### src/rtl/common_pkg.sv
// Shared definitions for the posit arithmetic cluster.
// Latency: n/a (types and constants only).
// Backpressure: n/a.
//
// NREQ_MAX bounds the requester count of any scheduler sharing an adder.
// posit_t is the default 7-bit posit bit pattern carried between units.
package common;

  localparam int NREQ_MAX = 8;
  localparam int POSIT_W  = 7;

  typedef logic [POSIT_W-1:0] posit_t;

endpackage

### src/rtl/posit_add_sched_rr_arbiter.sv
// Round-robin arbiter: first asserted request at or above ptr, wrapping to 0.
// Latency: purely combinational, zero cycles.
// Backpressure: none; a zero request vector gives a zero grant.
//
// Ports:
//   req  in  N   request vector
//   ptr  in  IW  index the search starts from (must be < N)
//   gnt  out N   one-hot grant, or zero
//   idx  out IW  encoded index of the grant (0 when no grant)
module rr_arbiter #(
  parameter int N  = 4,
  parameter int IW = (N > 1) ? $clog2(N) : 1
) (
  input  logic [N-1:0]  req,
  input  logic [IW-1:0] ptr,
  output logic [N-1:0]  gnt,
  output logic [IW-1:0] idx
);

  logic          w_found;
  logic [IW-1:0] w_pos;

  // Visit positions ptr, ptr+1, ... in ascending order with wrap-around;
  // the first requester encountered wins.
  always_comb begin
    gnt     = '0;
    idx     = '0;
    w_found = 1'b0;
    w_pos   = '0;
    for (int k = 0; k < N; k++) begin
      w_pos = IW'((int'(ptr) + k) % N);
      if (!w_found && req[w_pos]) begin
        w_found    = 1'b1;
        gnt[w_pos] = 1'b1;
        idx        = w_pos;
      end
    end
  end

endmodule

### src/rtl/posit_add_sched.sv
// Round-robin scheduler sharing one combinational posit adder among NREQ requesters.
// Latency: pair accepted at edge t, sum visible in resp_q/resp_valid just after edge t.
// Backpressure: a requester whose response slot is still full is not eligible (no bypass).
//
// Ports:
//   clk, rst_n             clock, asynchronous active-low reset
//   req_valid/req_ready    per-requester operand handshake (req_ready is the grant)
//   req_a, req_b           packed operand pairs, requester i at [i*WIDTH +: WIDTH]
//   resp_valid/resp_ready  per-requester result handshake
//   resp_q                 packed registered results, same packing as req_a
//   add_a, add_b, add_q    shared adder operands and its same-cycle result
//   op_count               saturating count of issued additions
module posit_add_sched
  import common::*;
#(
  parameter int WIDTH = 7,
  parameter int NREQ  = 4,
  parameter int CNTW  = 16
) (
  input  logic                  clk,
  input  logic                  rst_n,
  input  logic [NREQ-1:0]       req_valid,
  output logic [NREQ-1:0]       req_ready,
  input  logic [NREQ*WIDTH-1:0] req_a,
  input  logic [NREQ*WIDTH-1:0] req_b,
  output logic [NREQ-1:0]       resp_valid,
  input  logic [NREQ-1:0]       resp_ready,
  output logic [NREQ*WIDTH-1:0] resp_q,
  output logic [WIDTH-1:0]      add_a,
  output logic [WIDTH-1:0]      add_b,
  input  logic [WIDTH-1:0]      add_q,
  output logic [CNTW-1:0]       op_count
);

  localparam int PW = $clog2(NREQ);

  if (NREQ < 2 || NREQ > NREQ_MAX) begin : g_bad_nreq
    $error("posit_add_sched: NREQ must be in 2..NREQ_MAX");
  end

  logic [NREQ-1:0]       r_resp_valid;
  logic [NREQ*WIDTH-1:0] r_resp_q;
  logic [PW-1:0]         r_ptr;
  logic [CNTW-1:0]       r_cnt;

  logic [NREQ-1:0]       w_elig;
  logic [NREQ-1:0]       w_gnt;
  logic [PW-1:0]         w_idx;
  logic                  w_any;
  logic [WIDTH-1:0]      w_add_a;
  logic [WIDTH-1:0]      w_add_b;

  // Gating with rst_n keeps req_ready low while reset is held, even though
  // the slots already read empty then.
  assign w_elig = req_valid & ~r_resp_valid & {NREQ{rst_n}};
  assign w_any  = |w_gnt;

  rr_arbiter #(
    .N  (NREQ),
    .IW (PW)
  ) u_arb (
    .req (w_elig),
    .ptr (r_ptr),
    .gnt (w_gnt),
    .idx (w_idx)
  );

  // AND-OR operand mux; no grant leaves the adder at 0+0.
  always_comb begin
    w_add_a = '0;
    w_add_b = '0;
    for (int i = 0; i < NREQ; i++) begin
      if (w_gnt[i]) begin
        w_add_a = req_a[i*WIDTH +: WIDTH];
        w_add_b = req_b[i*WIDTH +: WIDTH];
      end
    end
  end

  // A granted slot is empty by construction, so a grant and a drain of the
  // same slot never coincide; drains of other slots proceed independently.
  always_ff @(posedge clk or negedge rst_n) begin
    if (!rst_n) begin
      r_resp_valid <= '0;
      r_resp_q     <= '0;
    end else begin
      for (int i = 0; i < NREQ; i++) begin
        if (w_gnt[i]) begin
          r_resp_valid[i]            <= 1'b1;
          r_resp_q[i*WIDTH +: WIDTH] <= add_q;
        end else if (r_resp_valid[i] && resp_ready[i]) begin
          r_resp_valid[i] <= 1'b0;
        end
      end
    end
  end

  // Pointer moves to the requester after the winner; idle cycles hold it.
  always_ff @(posedge clk or negedge rst_n) begin
    if (!rst_n) begin
      r_ptr <= '0;
    end else if (w_any) begin
      if (w_idx == PW'(NREQ - 1)) begin
        r_ptr <= '0;
      end else begin
        r_ptr <= w_idx + 1'b1;
      end
    end
  end

  always_ff @(posedge clk or negedge rst_n) begin
    if (!rst_n) begin
      r_cnt <= '0;
    end else if (w_any && (r_cnt != '1)) begin
      r_cnt <= r_cnt + 1'b1;
    end
  end

  assign req_ready  = w_gnt;
  assign resp_valid = r_resp_valid;
  assign resp_q     = r_resp_q;
  assign add_a      = w_add_a;
  assign add_b      = w_add_b;
  assign op_count   = r_cnt;

endmodule

### config.mk
export PLATFORM = sky130hd
export DESIGN_NAME = posit_add_sched
export DESIGN_NICKNAME = d
export VERILOG_FILES = /design/src/rtl/common_pkg.sv /design/src/rtl/posit_add_sched_rr_arbiter.sv /design/src/rtl/posit_add_sched.sv
export SDC_FILE = /design/constraint.sdc
export NUM_CORES = 1
export LEC_CHECK = 0
export ABC_CLOCK_PERIOD_IN_PS = 8500
export CELL_PAD_IN_SITES_DETAIL_PLACEMENT = 1
export CELL_PAD_IN_SITES_GLOBAL_PLACEMENT = 2
export CORE_MARGIN = 2
export CORE_UTILIZATION = 25
export DETAILED_ROUTE_END_ITERATION = 8
export GPL_ROUTABILITY_DRIVEN = 0
export PLACE_DENSITY = 0.95
export SETUP_SLACK_MARGIN = 0.05
export SKIP_LAST_GASP = 1
export SLEW_MARGIN = 5
export SYNTH_ARGS = -nofsm -noshare
export SYNTH_HDL_FRONTEND = slang
export SYNTH_SLANG_ARGS = --single-unit
export TNS_END_PERCENT = 20
### constraint.sdc
create_clock -name clk -period 8.5 [get_ports clk]
set_clock_uncertainty 0.2 [all_clocks]
set_input_delay 2.125 -clock clk [delete_from_list [all_inputs] [get_ports clk]]
set_output_delay 2.125 -clock clk [all_outputs]
set_load 0.01 [all_outputs]
==> impl_metrics.json <==
{
  "outcome": "complete, but fails checks",
  "violations": "design-rule violations",
  "worstPathMaxFanout": 14,
  "worst_setup_path_end_kind": "output port",
  "max_freq_ghz": 0.124,
  "crit_buf_inv": 3,
  "period_needed_ps": 8050,
  "fin_crit_sh": 0.948,
  "holdBufCountCts": 0,
  "die_h_um": 113,
  "worst_slew_pin_slew_ps": 799,
  "start_util": 0.259,
  "clk_pin_slew_ps": 60,
  "slew_viol_final": 0,
  "cp_common_cell": "clkdlybuf4s50_1",
  "dieArea_um2": 12800,
  "syn_inst": 309,
  "cap_violations": 0,
  "clock_latency_ps": 280,
  "power.leakage_nw": 1.87,
  "hold_class": "flop to flop",
  "hold_ws_ps": 263,
  "clock-root-buffer": "clkbuf_16",
  "fin_cells": 588,
  "antenna_found_initial": 0,
  "layout_commonest_cell": "clkdlybuf4s50_1",
  "power.total_mw": 1.85,
  "crit_slowest_cell": "clkdlybuf4s50_1",
  "fp-row-count": 39,
  "p_per_area_nw_per_um2": 397,
  "post-cts-setup-buffer-count": 0,
  "syn_avg_cell_area_um2": 9.65,
  "cp_cell_sequence": "clkdlybuf4s50_1 > nor4bb_1 > o21a_1 > a211oi_1 > a22o_1 > a211oi_4 > inv_2 > nor2_4 > a221oi_1 > o21ai_0 > clkdlybuf4s50_1",
  "arrival_ps": 5730,
  "drtAntennaViolNets": 0,
  "die_w_um": 113,
  "diodes": 0,
  "synthFlopType": "dfrtp_1",
  "synth_area_leaders": "dfrtp_1 (42%), nand2_1 (8.9%), mux2_2 (6.0%), o21ai_0 (5.2%), xnor2_1 (4.4%)",
  "maxSlewHeadroom": 0.465,
  "overflow": 0,
  "grt_max_degree": 54,
  "vias_per_cell": 4.93,
  "ys_ff_latch": 50,
  "gr-usage-all-layers": 0.161,
  "yosysWarnings": 0,
  "synthDistinctLibCells": 48,
  "vias": 2896,
  "drt_pass1_iterations": 6,
  "most-common-layout-cells": "clkdlybuf4s50_1 (137), nand2_1 (71), dfrtp_1 (50), o21ai_0 (31), mux2_2 (16)",
  "grt_pass1_wl_um": 16400,
  "peakVddDrop_mv": 0.127,
  "wl_per_cell_um": 17.8,
  "setup_viol": 0,
  "cp.required_ps": 6180,
  "portBuffers": 138,
  "ys_seq_area_frac": 0.420,
  "hold_viol": 0,
  "h-tree-depth": 2,
  "core_region_area_um2": 11500,
  "pin_count": 139,
  "areaGrowthSynthToFinish_pct": 56.3,
  "cts_buffer_depth": 2,
  "drt_iter0_markers": 115,
  "hpwl_um": 7830,
  "numCtsBuffers": 5,
  "ys_async_sr_fraction": 1.00,
  "yosys.area.top_type": "dfrtp_1",
  "syn_area_um2": 2980,
  "drive_gt1_frac": 0.106,
  "cts_tree": "done",
  "worst-setup-path-type": "primary input to output port",
  "fin_tns_setup_ps": 0,
  "cts_sinks": 50,
  "dp_cells": 580,
  "rsz0062_at_grt": "no",
  "synth.top_cell.area_share": 0.420,
  "cp_top_family": "compound AO/OA/AOI/OAI gates",
  "synth_nets": 390,
  "routed_wl_um": 10500,
  "nets": 525,
  "grt_pass1_vias": 3124,
  "max_stage_delay_ps": 570,
  "cts_resized": 0,
  "cp-start-kind": "primary input",
  "drc": 11,
  "synth_edf_count": 0
}
cell type report:
type,count,area (µm²)
Fill cell,1325,6860
Multi-Input combinational cell,233,1610
Timing Repair Buffer,143,1410
Sequential cell,50,1250
Tap cell,143,179
Clock buffer,7,133
Inverter,11,41.3
Clock inverter,1,30.0
kinds of logic (layout without fill, tap and decap cells):
family                   after synthesis  after routing  synth area share
AND/OR/NAND/NOR                      120            120             0.200
buffers and inverters                 26            162            0.0457
adder cells (fa/ha/maj)                8              8            0.0336
multiplexers                          17             17            0.0680
XOR/XNOR                              17             17            0.0499
AO/OA/AOI/OAI                         71             71             0.183
flip-flops                            50             50             0.420
state kept, by name (all words and copies together) (netlist names):
name	cells
resp_valid	4
op_count	16
resp_q	28
r_ptr	2
report_power, final:
part / switching (mW) / internal (mW)
clock network: 0.0817 / 0.139
registers: 0.0849 / 0.336
logic: 0.600 / 0.609
stage by stage:
| stage | setup WS, ps | utilization | cell area, µm² |
|---|---|---|---|
| 2_1_floorplan | 1700 | - | 2980 |
| 3_3_place_gp | 564 | 0.391 | 4500 |
| 3_5_place_dp | 445 | 0.391 | 4500 |
| 4_1_cts | 445 | 0.405 | 4660 |
| 5_1_grt | 142 | 0.405 | 4660 |
| 6_report | 446 | 0.405 | 4660 |
layer usage:
metal,routed length [µm],GRT usage,vias up
met5,0,0,-
met4,86,0.0350,0
met3,517,0.0225,8
met2,5450,0.301,87
met1,4410,0.195,1437
li1,-,-,1364
synth_stat cells (3+ instances only):
master and n:
nand3_1 6, a21oi_1 4, nor3b_1 5, inv_1 8
buf_6 4, mux2_2 16, a221oi_1 9, o21ai_0 31
a22o_1 3, dfrtp_1 50, inv_2 3, nand2_1 71
xnor2_1 15, nand4_1 6, a221oi_2 6, clkbuf_1 8
o21ai_1 5, ha_1 8, o21a_1 3, nor2_1 8
final timing paths:
check,from,end,slack [ps],cells past startpoint
hold / removal,resp_q[24],resp_q[24],260,2
min in group asynchronous,rst_n,op_count[0],1900,2
setup / recovery,req_valid[2],add_b[6],450,11
setup reg to reg,r_ptr[0],op_count[3],4280,11
hold reg to reg,resp_q[24],resp_q[24],260,2
max in group asynchronous,rst_n,resp_q[19],5710,2
worst reg2reg max path: cells and delay by family, from the launching register on:
| family | cells | cell delay (ps) |
|---|---|---|
| XOR/XNOR | 1 | 110 |
| adder cells (fa/ha/maj) | 1 | 410 |
| AND/OR/NAND/NOR | 3 | 800 |
| AO/OA/AOI/OAI | 3 | 1140 |
| buffers and inverters | 3 | 820 |
| flip-flops | 1 | 680 |
Power figures use the tool's default switching activity.
